**src/rtl/pacman_pkg.sv**
```systemverilog
// Shared types and constants for the Pac-Man sprite animator: facing directions,
// mouth phases, the default closed-sprite bitmap and the frame-index mapping.
package pacman_pkg;

  typedef enum logic [1:0] {UP, DOWN, LEFT, RIGHT} dir_e;

  typedef enum logic [1:0] {CLOSED, HALF_OPEN, OPEN, HALF_CLOSE} mouth_e;

  localparam int DEF_SPRITE_W = 16;
  localparam int DEF_SPRITE_H = 16;

  // Closed (round) Pac-Man for the default 16x16 box; column 0 is the MSB.
  localparam logic [15:0] CLOSED_BITMAP [16] = '{
    16'h07E0, 16'h1FF8, 16'h3FFC, 16'h7FFE,
    16'h7FFE, 16'hFFFF, 16'hFFFF, 16'hFFFF,
    16'hFFFF, 16'hFFFF, 16'hFFFF, 16'h7FFE,
    16'h7FFE, 16'h3FFC, 16'h1FF8, 16'h07E0
  };

  // Frame 0 is shared by all directions; each direction owns a half-open/open pair.
  function automatic int frame_index(input mouth_e m, input int d);
    case (m)
      CLOSED:  return 0;
      OPEN:    return 2 + 2 * d;
      default: return 1 + 2 * d;
    endcase
  endfunction

endpackage

```
**src/rtl/pacman_sprite_rom.sv**
```systemverilog
// Synchronous-read sprite ROM holding the closed frame followed by half-open/open
// frame pairs per direction; mouth wedges are cut from the closed bitmap at elaboration.
module pacman_sprite_rom
  import pacman_pkg::*;
#(
  parameter int SPRITE_W = DEF_SPRITE_W,
  parameter int SPRITE_H = DEF_SPRITE_H,
  parameter int NUM_DIRS = 4,
  localparam int DEPTH   = (1 + 2 * NUM_DIRS) * SPRITE_H,
  localparam int AW      = $clog2(DEPTH)
) (
  input  logic                clk,
  input  logic [AW-1:0]       addr,
  output logic [SPRITE_W-1:0] row
);

  function automatic logic [SPRITE_W-1:0] base_row(input int r);
    logic [SPRITE_W-1:0] w;
    int cx2, ry2;
    w = '0;
    if (SPRITE_W == 16 && SPRITE_H == 16) begin
      w = SPRITE_W'(CLOSED_BITMAP[r % 16]);
    end else begin
      for (int c = 0; c < SPRITE_W; c++) begin
        cx2 = 2 * c - (SPRITE_W - 1);
        ry2 = 2 * r - (SPRITE_H - 1);
        if (cx2 * cx2 * SPRITE_H * SPRITE_H + ry2 * ry2 * SPRITE_W * SPRITE_W
            <= SPRITE_W * SPRITE_W * SPRITE_H * SPRITE_H)
          w[SPRITE_W-1-c] = 1'b1;
      end
    end
    return w;
  endfunction

  // Coordinates are doubled so the sprite centre lands on integer (0,0).
  function automatic logic [SPRITE_W-1:0] rom_word(input int a);
    logic [SPRITE_W-1:0] w;
    int f, r, d, cx2, ry2, fx, fy, ay;
    bit open_mouth;
    f = a / SPRITE_H;
    r = a % SPRITE_H;
    w = base_row(r);
    if (f != 0) begin
      d          = ((f - 1) / 2) % 4;
      open_mouth = ((f - 1) % 2) == 1;
      for (int c = 0; c < SPRITE_W; c++) begin
        cx2 = 2 * c - (SPRITE_W - 1);
        ry2 = 2 * r - (SPRITE_H - 1);
        case (d)
          0:       begin fx = -ry2; fy = cx2; end
          1:       begin fx = ry2;  fy = cx2; end
          2:       begin fx = -cx2; fy = ry2; end
          default: begin fx = cx2;  fy = ry2; end
        endcase
        ay = (fy < 0) ? -fy : fy;
        if (fx > 0 && (open_mouth ? (ay <= fx) : (2 * ay <= fx)))
          w[SPRITE_W-1-c] = 1'b0;
      end
    end
    return w;
  endfunction

  logic [SPRITE_W-1:0] rom_mem [DEPTH];

  genvar gi;
  generate
    for (gi = 0; gi < DEPTH; gi++) begin : g_rom
      assign rom_mem[gi] = rom_word(gi);
    end
  endgenerate

  always_ff @(posedge clk) begin
    row <= rom_mem[addr];
  end

endmodule

```
**src/rtl/pacman_sprite_animator.sv**
```systemverilog
// Animated Pac-Man pixel source: mouth-phase FSM paced by frame ticks, per-field frame
// latch, and a 2-cycle hit-test/ROM pipeline answering raster pixel queries.
module pacman_sprite_animator
  import pacman_pkg::*;
#(
  parameter int SPRITE_W  = DEF_SPRITE_W,
  parameter int SPRITE_H  = DEF_SPRITE_H,
  parameter int NUM_DIRS  = 4,
  parameter int ANIM_DIV  = 4,
  parameter int COORD_W   = 10,
  localparam int DIR_W    = (NUM_DIRS > 1) ? $clog2(NUM_DIRS) : 1,
  localparam int FRAME_W  = $clog2(1 + 2 * NUM_DIRS)
) (
  input  logic               clk,
  input  logic               reset,
  input  logic               frame_tick,
  input  logic [DIR_W-1:0]   dir,
  input  logic               moving,
  input  logic [COORD_W-1:0] sprite_x,
  input  logic [COORD_W-1:0] sprite_y,
  input  logic [COORD_W-1:0] draw_x,
  input  logic [COORD_W-1:0] draw_y,
  input  logic               pix_valid,
  output logic               pixel_on,
  output logic               pixel_valid,
  output logic [FRAME_W-1:0] anim_frame
);

  localparam int ROM_AW = $clog2((1 + 2 * NUM_DIRS) * SPRITE_H);
  localparam int DIV_W  = (ANIM_DIV > 1) ? $clog2(ANIM_DIV) : 1;
  localparam int COL_W  = (SPRITE_W > 1) ? $clog2(SPRITE_W) : 1;
  localparam int ROW_W  = (SPRITE_H > 1) ? $clog2(SPRITE_H) : 1;

  mouth_e             mouth_q, mouth_d;
  logic [DIV_W-1:0]   div_cnt_q, div_cnt_d;
  logic [FRAME_W-1:0] anim_frame_q, anim_frame_d;
  logic               step_en, phase_adv;

  always_comb begin
    step_en   = frame_tick & moving;
    phase_adv = step_en && (div_cnt_q == DIV_W'(ANIM_DIV - 1));
  end

  always_ff @(posedge clk) begin
    if (reset) begin
      mouth_q      <= CLOSED;
      div_cnt_q    <= '0;
      anim_frame_q <= '0;
    end else begin
      mouth_q      <= mouth_d;
      div_cnt_q    <= div_cnt_d;
      anim_frame_q <= anim_frame_d;
    end
  end

  always_comb begin
    mouth_d   = mouth_q;
    div_cnt_d = div_cnt_q;
    if (step_en) div_cnt_d = phase_adv ? '0 : div_cnt_q + 1'b1;
    if (phase_adv) begin
      case (mouth_q)
        CLOSED:    mouth_d = HALF_OPEN;
        HALF_OPEN: mouth_d = OPEN;
        OPEN:      mouth_d = HALF_CLOSE;
        default:   mouth_d = CLOSED;
      endcase
    end
  end

  // The latch uses the post-advance phase and the dir present on the tick itself.
  always_comb begin
    anim_frame_d = anim_frame_q;
    if (frame_tick) anim_frame_d = FRAME_W'(frame_index(mouth_d, int'(dir)));
  end

  assign anim_frame = anim_frame_q;

  logic [COORD_W:0]    dx, dy;
  logic                hit0;
  logic [ROM_AW-1:0]   rom_addr;
  logic [SPRITE_W-1:0] rom_row;

  // Zero-extended subtraction: a raster point left/above the box goes negative, not wraps.
  always_comb begin
    dx       = {1'b0, draw_x} - {1'b0, sprite_x};
    dy       = {1'b0, draw_y} - {1'b0, sprite_y};
    hit0     = !dx[COORD_W] && !dy[COORD_W]
               && (dx < (COORD_W + 1)'(SPRITE_W)) && (dy < (COORD_W + 1)'(SPRITE_H));
    rom_addr = ROM_AW'(int'(anim_frame_q) * SPRITE_H) + ROM_AW'(dy[ROW_W-1:0]);
  end

  pacman_sprite_rom #(
    .SPRITE_W (SPRITE_W),
    .SPRITE_H (SPRITE_H),
    .NUM_DIRS (NUM_DIRS)
  ) u_rom (
    .clk  (clk),
    .addr (rom_addr),
    .row  (rom_row)
  );

  logic             valid_q, hit_q, pixel_on_q, pixel_valid_q;
  logic [COL_W-1:0] col_q;

  always_ff @(posedge clk) begin
    if (reset) begin
      valid_q       <= 1'b0;
      hit_q         <= 1'b0;
      col_q         <= '0;
      pixel_on_q    <= 1'b0;
      pixel_valid_q <= 1'b0;
    end else begin
      valid_q       <= pix_valid;
      hit_q         <= hit0;
      col_q         <= dx[COL_W-1:0];
      pixel_valid_q <= valid_q;
      pixel_on_q    <= valid_q & hit_q & rom_row[COL_W'(SPRITE_W - 1) - col_q];
    end
  end

  assign pixel_on    = pixel_on_q;
  assign pixel_valid = pixel_valid_q;

endmodule

```
**config.mk**
```make
export PLATFORM = sky130hd
export DESIGN_NAME = pacman_sprite_animator
export DESIGN_NICKNAME = d
export VERILOG_FILES = /design/src/rtl/pacman_pkg.sv /design/src/rtl/pacman_sprite_rom.sv /design/src/rtl/pacman_sprite_animator.sv
export SDC_FILE = /design/constraint.sdc
export NUM_CORES = 1
export LEC_CHECK = 0
export BUFFER_PORTS_ARGS = -buffer_cell sky130_fd_sc_hd__buf_2
export CELL_PAD_IN_SITES_DETAIL_PLACEMENT = 1
export CELL_PAD_IN_SITES_GLOBAL_PLACEMENT = 1
export CORE_MARGIN = 2
export CORE_UTILIZATION = 41
export CTS_CLUSTER_DIAMETER = 30
export DETAILED_ROUTE_END_ITERATION = 8
export GPL_ROUTABILITY_DRIVEN = 0
export GPL_TIMING_DRIVEN = 0
export PLACE_DENSITY = 0.81
export SETUP_SLACK_MARGIN = 0.3
export SLEW_MARGIN = 20
export SYNTH_ARGS = -nofsm -noshare
export SYNTH_HDL_FRONTEND = slang
export SYNTH_SLANG_ARGS = --single-unit
```
**constraint.sdc**
```tcl
create_clock -name clk -period 3.55 [get_ports clk]
set_clock_uncertainty 0.05 [all_clocks]
set_input_delay 0.71 -clock clk [delete_from_list [all_inputs] [get_ports clk]]
set_output_delay 0.71 -clock clk [all_outputs]
set_load 0.01 [all_outputs]
```
==> results.toml <==
[clocking]
cts_tree = "built"
cts_sinks = 32
cts_root_buf = "clkbuf_8"
cts.clk_slew.worst_paths_ps = 70
clk_latency_ps = 280
cts_max_path_buffers = 2
cts_buffers = 5
cts_hold_buf = 0
htreeDepth = 2

[min_path]
hold_class = "reg2reg"
worstHoldStart = "valid_q"
holdPathEnd = "pixel_valid"
hold_path_depth = 1

[grt]
antenna_found_initial = 0
grt_pass1_wl_um = 13300
track_usage_pct = 21.9
grt_pass1_vias = 2795
grt_max_degree = 11
globalRoute.totalOverflow = 0

[timing]
period_minus_slack_ps = 3120
maxSlewHeadroom_pct = 60.5
finalHoldViolCount = 0
setup_tns_ps = 0
slew_viol_final = 0
setup_slack_ps = 425
worst_pin_slew_ps = 590
setup_violations = 0
rsz0062_at_grt = "false"
fmax_mhz = 320
period_share_pct = 88.0

[route]
ant_nets = 0
wirelength_um = 8070
first_pass_iters = 4
routed_via_density = 5.78
drtIter0Drc = 96
drc = 0
vias = 2890
wl_per_cell_um = 16.1

[setup_path]
crit_required_ps = 3660
path_common_cell = "ha_1"
arrival_ps = 3230
crit_fanout = 10
ff2ff_setup_slack_ps = 1460
crit_type = "in2reg"
crit_path_cell_trace = "buf_2 > ha_1 > fa_1 > clkbuf_2 > inv_1 > ha_1 > clkbuf_4 > nand2_1 > mux2_2 > o22ai_1 > nor3b_1 > or3_1"
reg2reg_depth = 7
cp-start-kind = "input pin"
critPathSlowestCell = "fa_1"
cp-end-kind = "flop"
max_stage_delay_ps = 460
r2r_start = "anim_frame[1]"
worstReg2RegEnd = "u_rom.row[3]"

[yosys]
netlist_area_um2 = 2780
synthFlopType = "dfxtp_1"
synth.avg_cell_area_um2 = 7.70
syn_nets = 436
netlist_instances = 361
async_reset_ff_share_pct = 0
synthMuxAreaShare_pct = 8.06
ys_ff_latch = 32
synth-simple-area-share_pct = 23.0
ys_seq_area_share_pct = 23.1
synth_edf_count = 0
synth_xor_area_share_pct = 2.75
synth_top_family_by_area = "compound AO/OA/AOI/OAI gates"
synth_compound_area_share_pct = 23.6
synth_warnings = 0
synthDominantCellAreaShare_pct = 23.1
ys_top_cells_by_area = "dfxtp_1 23%, ha_1 12%, nor2_1 5.1%"
ys_types = 63
yosysTopAreaCell = "dfxtp_1"
synthAdderAreaFrac_pct = 13.1

[placed_design]
place_ws_ps = -129
dp_hpwl_um = 6250
place_inst = 492
port_buffers = 51

[finish]
fin_cells = 500
final_cell_mix = "51 x buf_2, 37 x nor2_1, 32 x nand2_1, 32 x dfxtp_1, 31 x inv_1"
final_common_cell = "buf_2"
fin_util_pct = 49.0
diodes = 0
drive_gt1_share_pct = 18.1
nets = 494
syn2layout_area_growth_pct = 17.7

[power_and_ir_drop]
switching_power_w = 0.000439
clkPwrFrac_pct = 26.9
p_int_w = 0.000818
switching_share_pct = 34.9
power_density_nw_per_um2 = 384
power_frac_comb_pct = 39.4
peakVddDrop_uv = 192
p_seq_share_pct = 33.6
p_leak_nw = 1.43

[floorplan]
die_area_um2 = 7450
ios = 53
num_rows = 30
start_util_pct = 41.6
coreArea_um2 = 6680
die_x_um = 86.3
die_h_um = 86.3

[job]
maxCapViolCount = 0

[outcome]
status = "complete, no violations"
what timing repair did:
action / CTS / global route
setup buffers: 0 / 0
endpoints found under the hold margin: 0 / 0
endpoints found under the setup margin: 3 / 3
pin swaps: 0 / 0
resized for setup: 3 / 7
per-layer routing:
metal	up-vias	part of all wire [%]	GRT usage [%]	wire (µm)
li1	1423	-	-	-
met1	1369	45	28.7	3670
met2	90	48	38.1	3910
met3	8	5.1	3.43	408
met4	0	1.0	4.83	81
met5	-	0	0	0
registers in the layout, indices dropped and copies added (netlist names):
| signal | flops |
|---|---|
| u_rom.row | 16 |
| col_q | 4 |
| valid_q | 1 |
| pixel_valid | 1 |
| hit_q | 1 |
| anim_frame | 4 |
| mouth_q | 2 |
| div_cnt_q | 2 |
| pixel_on | 1 |
through the flow:
stage	hold WS (ps)	area, µm²	power (W)
after global routing	444	3270	0.00133
after global placement	403	3130	0.000889
final	417	3270	0.00126
after detailed placement	413	3130	0.000906
after CTS	422	3250	0.00125
after floorplan	379	2780	0.000769
worst max path at each step:
stage,start,endpoint,slack [ps]
detailed placement,sprite_y[0],u_rom.row[10],-130
global placement,sprite_y[0],u_rom.row[10],-100
CTS,sprite_y[0],u_rom.row[10],350
floorplan,draw_y[0],u_rom.row[10],410
global route,draw_y[0],u_rom.row[10],320
finish,sprite_y[0],u_rom.row[10],430
critical path: cells and delay by family:
kind,cells,cell delay (ps)
AO/OA/AOI/OAI,1,180
adder cells (fa/ha/maj),3,830
multiplexers,1,330
buffers and inverters,4,650
AND/OR/NAND/NOR,3,520
cells in the mapped netlist (2+ instances only):
| library cell | number |
|---|---|
| nor2_1 | 38 |
| dfxtp_1 | 32 |
| nand2_1 | 32 |
| inv_1 | 31 |
| ha_1 | 26 |
| a21oi_1 | 24 |
| o21ai_0 | 17 |
| clkbuf_1 | 16 |
| nand3_1 | 14 |
| mux2i_1 | 10 |
| nor3_1 | 10 |
| a31oi_1 | 8 |
| nor2b_1 | 8 |
| o211ai_1 | 7 |
| nand2b_1 | 6 |
| mux4_2 | 5 |
| o22ai_1 | 5 |
| a211oi_1 | 4 |
| nor4_1 | 4 |
| o21a_1 | 4 |
| a21boi_0 | 3 |
| nand4_1 | 3 |
| nor3b_1 | 3 |
| xnor2_1 | 3 |
| a21o_1 | 2 |
| a22oi_1 | 2 |
| fa_1 | 2 |
| nand3b_1 | 2 |
| o21ai_1 | 2 |
| o221ai_1 | 2 |
| o22a_1 | 2 |
| or3_1 | 2 |
| xor2_1 | 2 |
layout make-up:
| type | count | area, µm² |
|---|---|---|
| buffer | 16 | 66.3 |
| multi-input combinational | 282 | 1980 |
| fill | 856 | 3410 |
| inverter | 31 | 116 |
| sequential | 32 | 641 |
| clock buffer | 6 | 72.6 |
| tap | 80 | 100 |
| clock inverter | 2 | 35.0 |
| timing repair buffer | 51 | 255 |
logic make-up after synthesis:
kind of cell	count (synthesis)
buffers and inverters	47
flip-flops	32
AND/OR/NAND/NOR	132
AO/OA/AOI/OAI	99
multiplexers	16
XOR/XNOR	7
adder cells (fa/ha/maj)	28
power by group through the flow:
stage | Sequential [W] | Clock [W] | Combinational (W)
2_1_floorplan | 0.000424 | 0 | 0.000345
3_3_place_gp | 0.000429 | 0 | 0.000460
3_5_place_dp | 0.000432 | 0 | 0.000474
4_1_cts | 0.000424 | 0.000342 | 0.000484
5_1_grt | 0.000427 | 0.000360 | 0.000547
6_report | 0.000422 | 0.000339 | 0.000496
(Power assumes the default switching activity.)
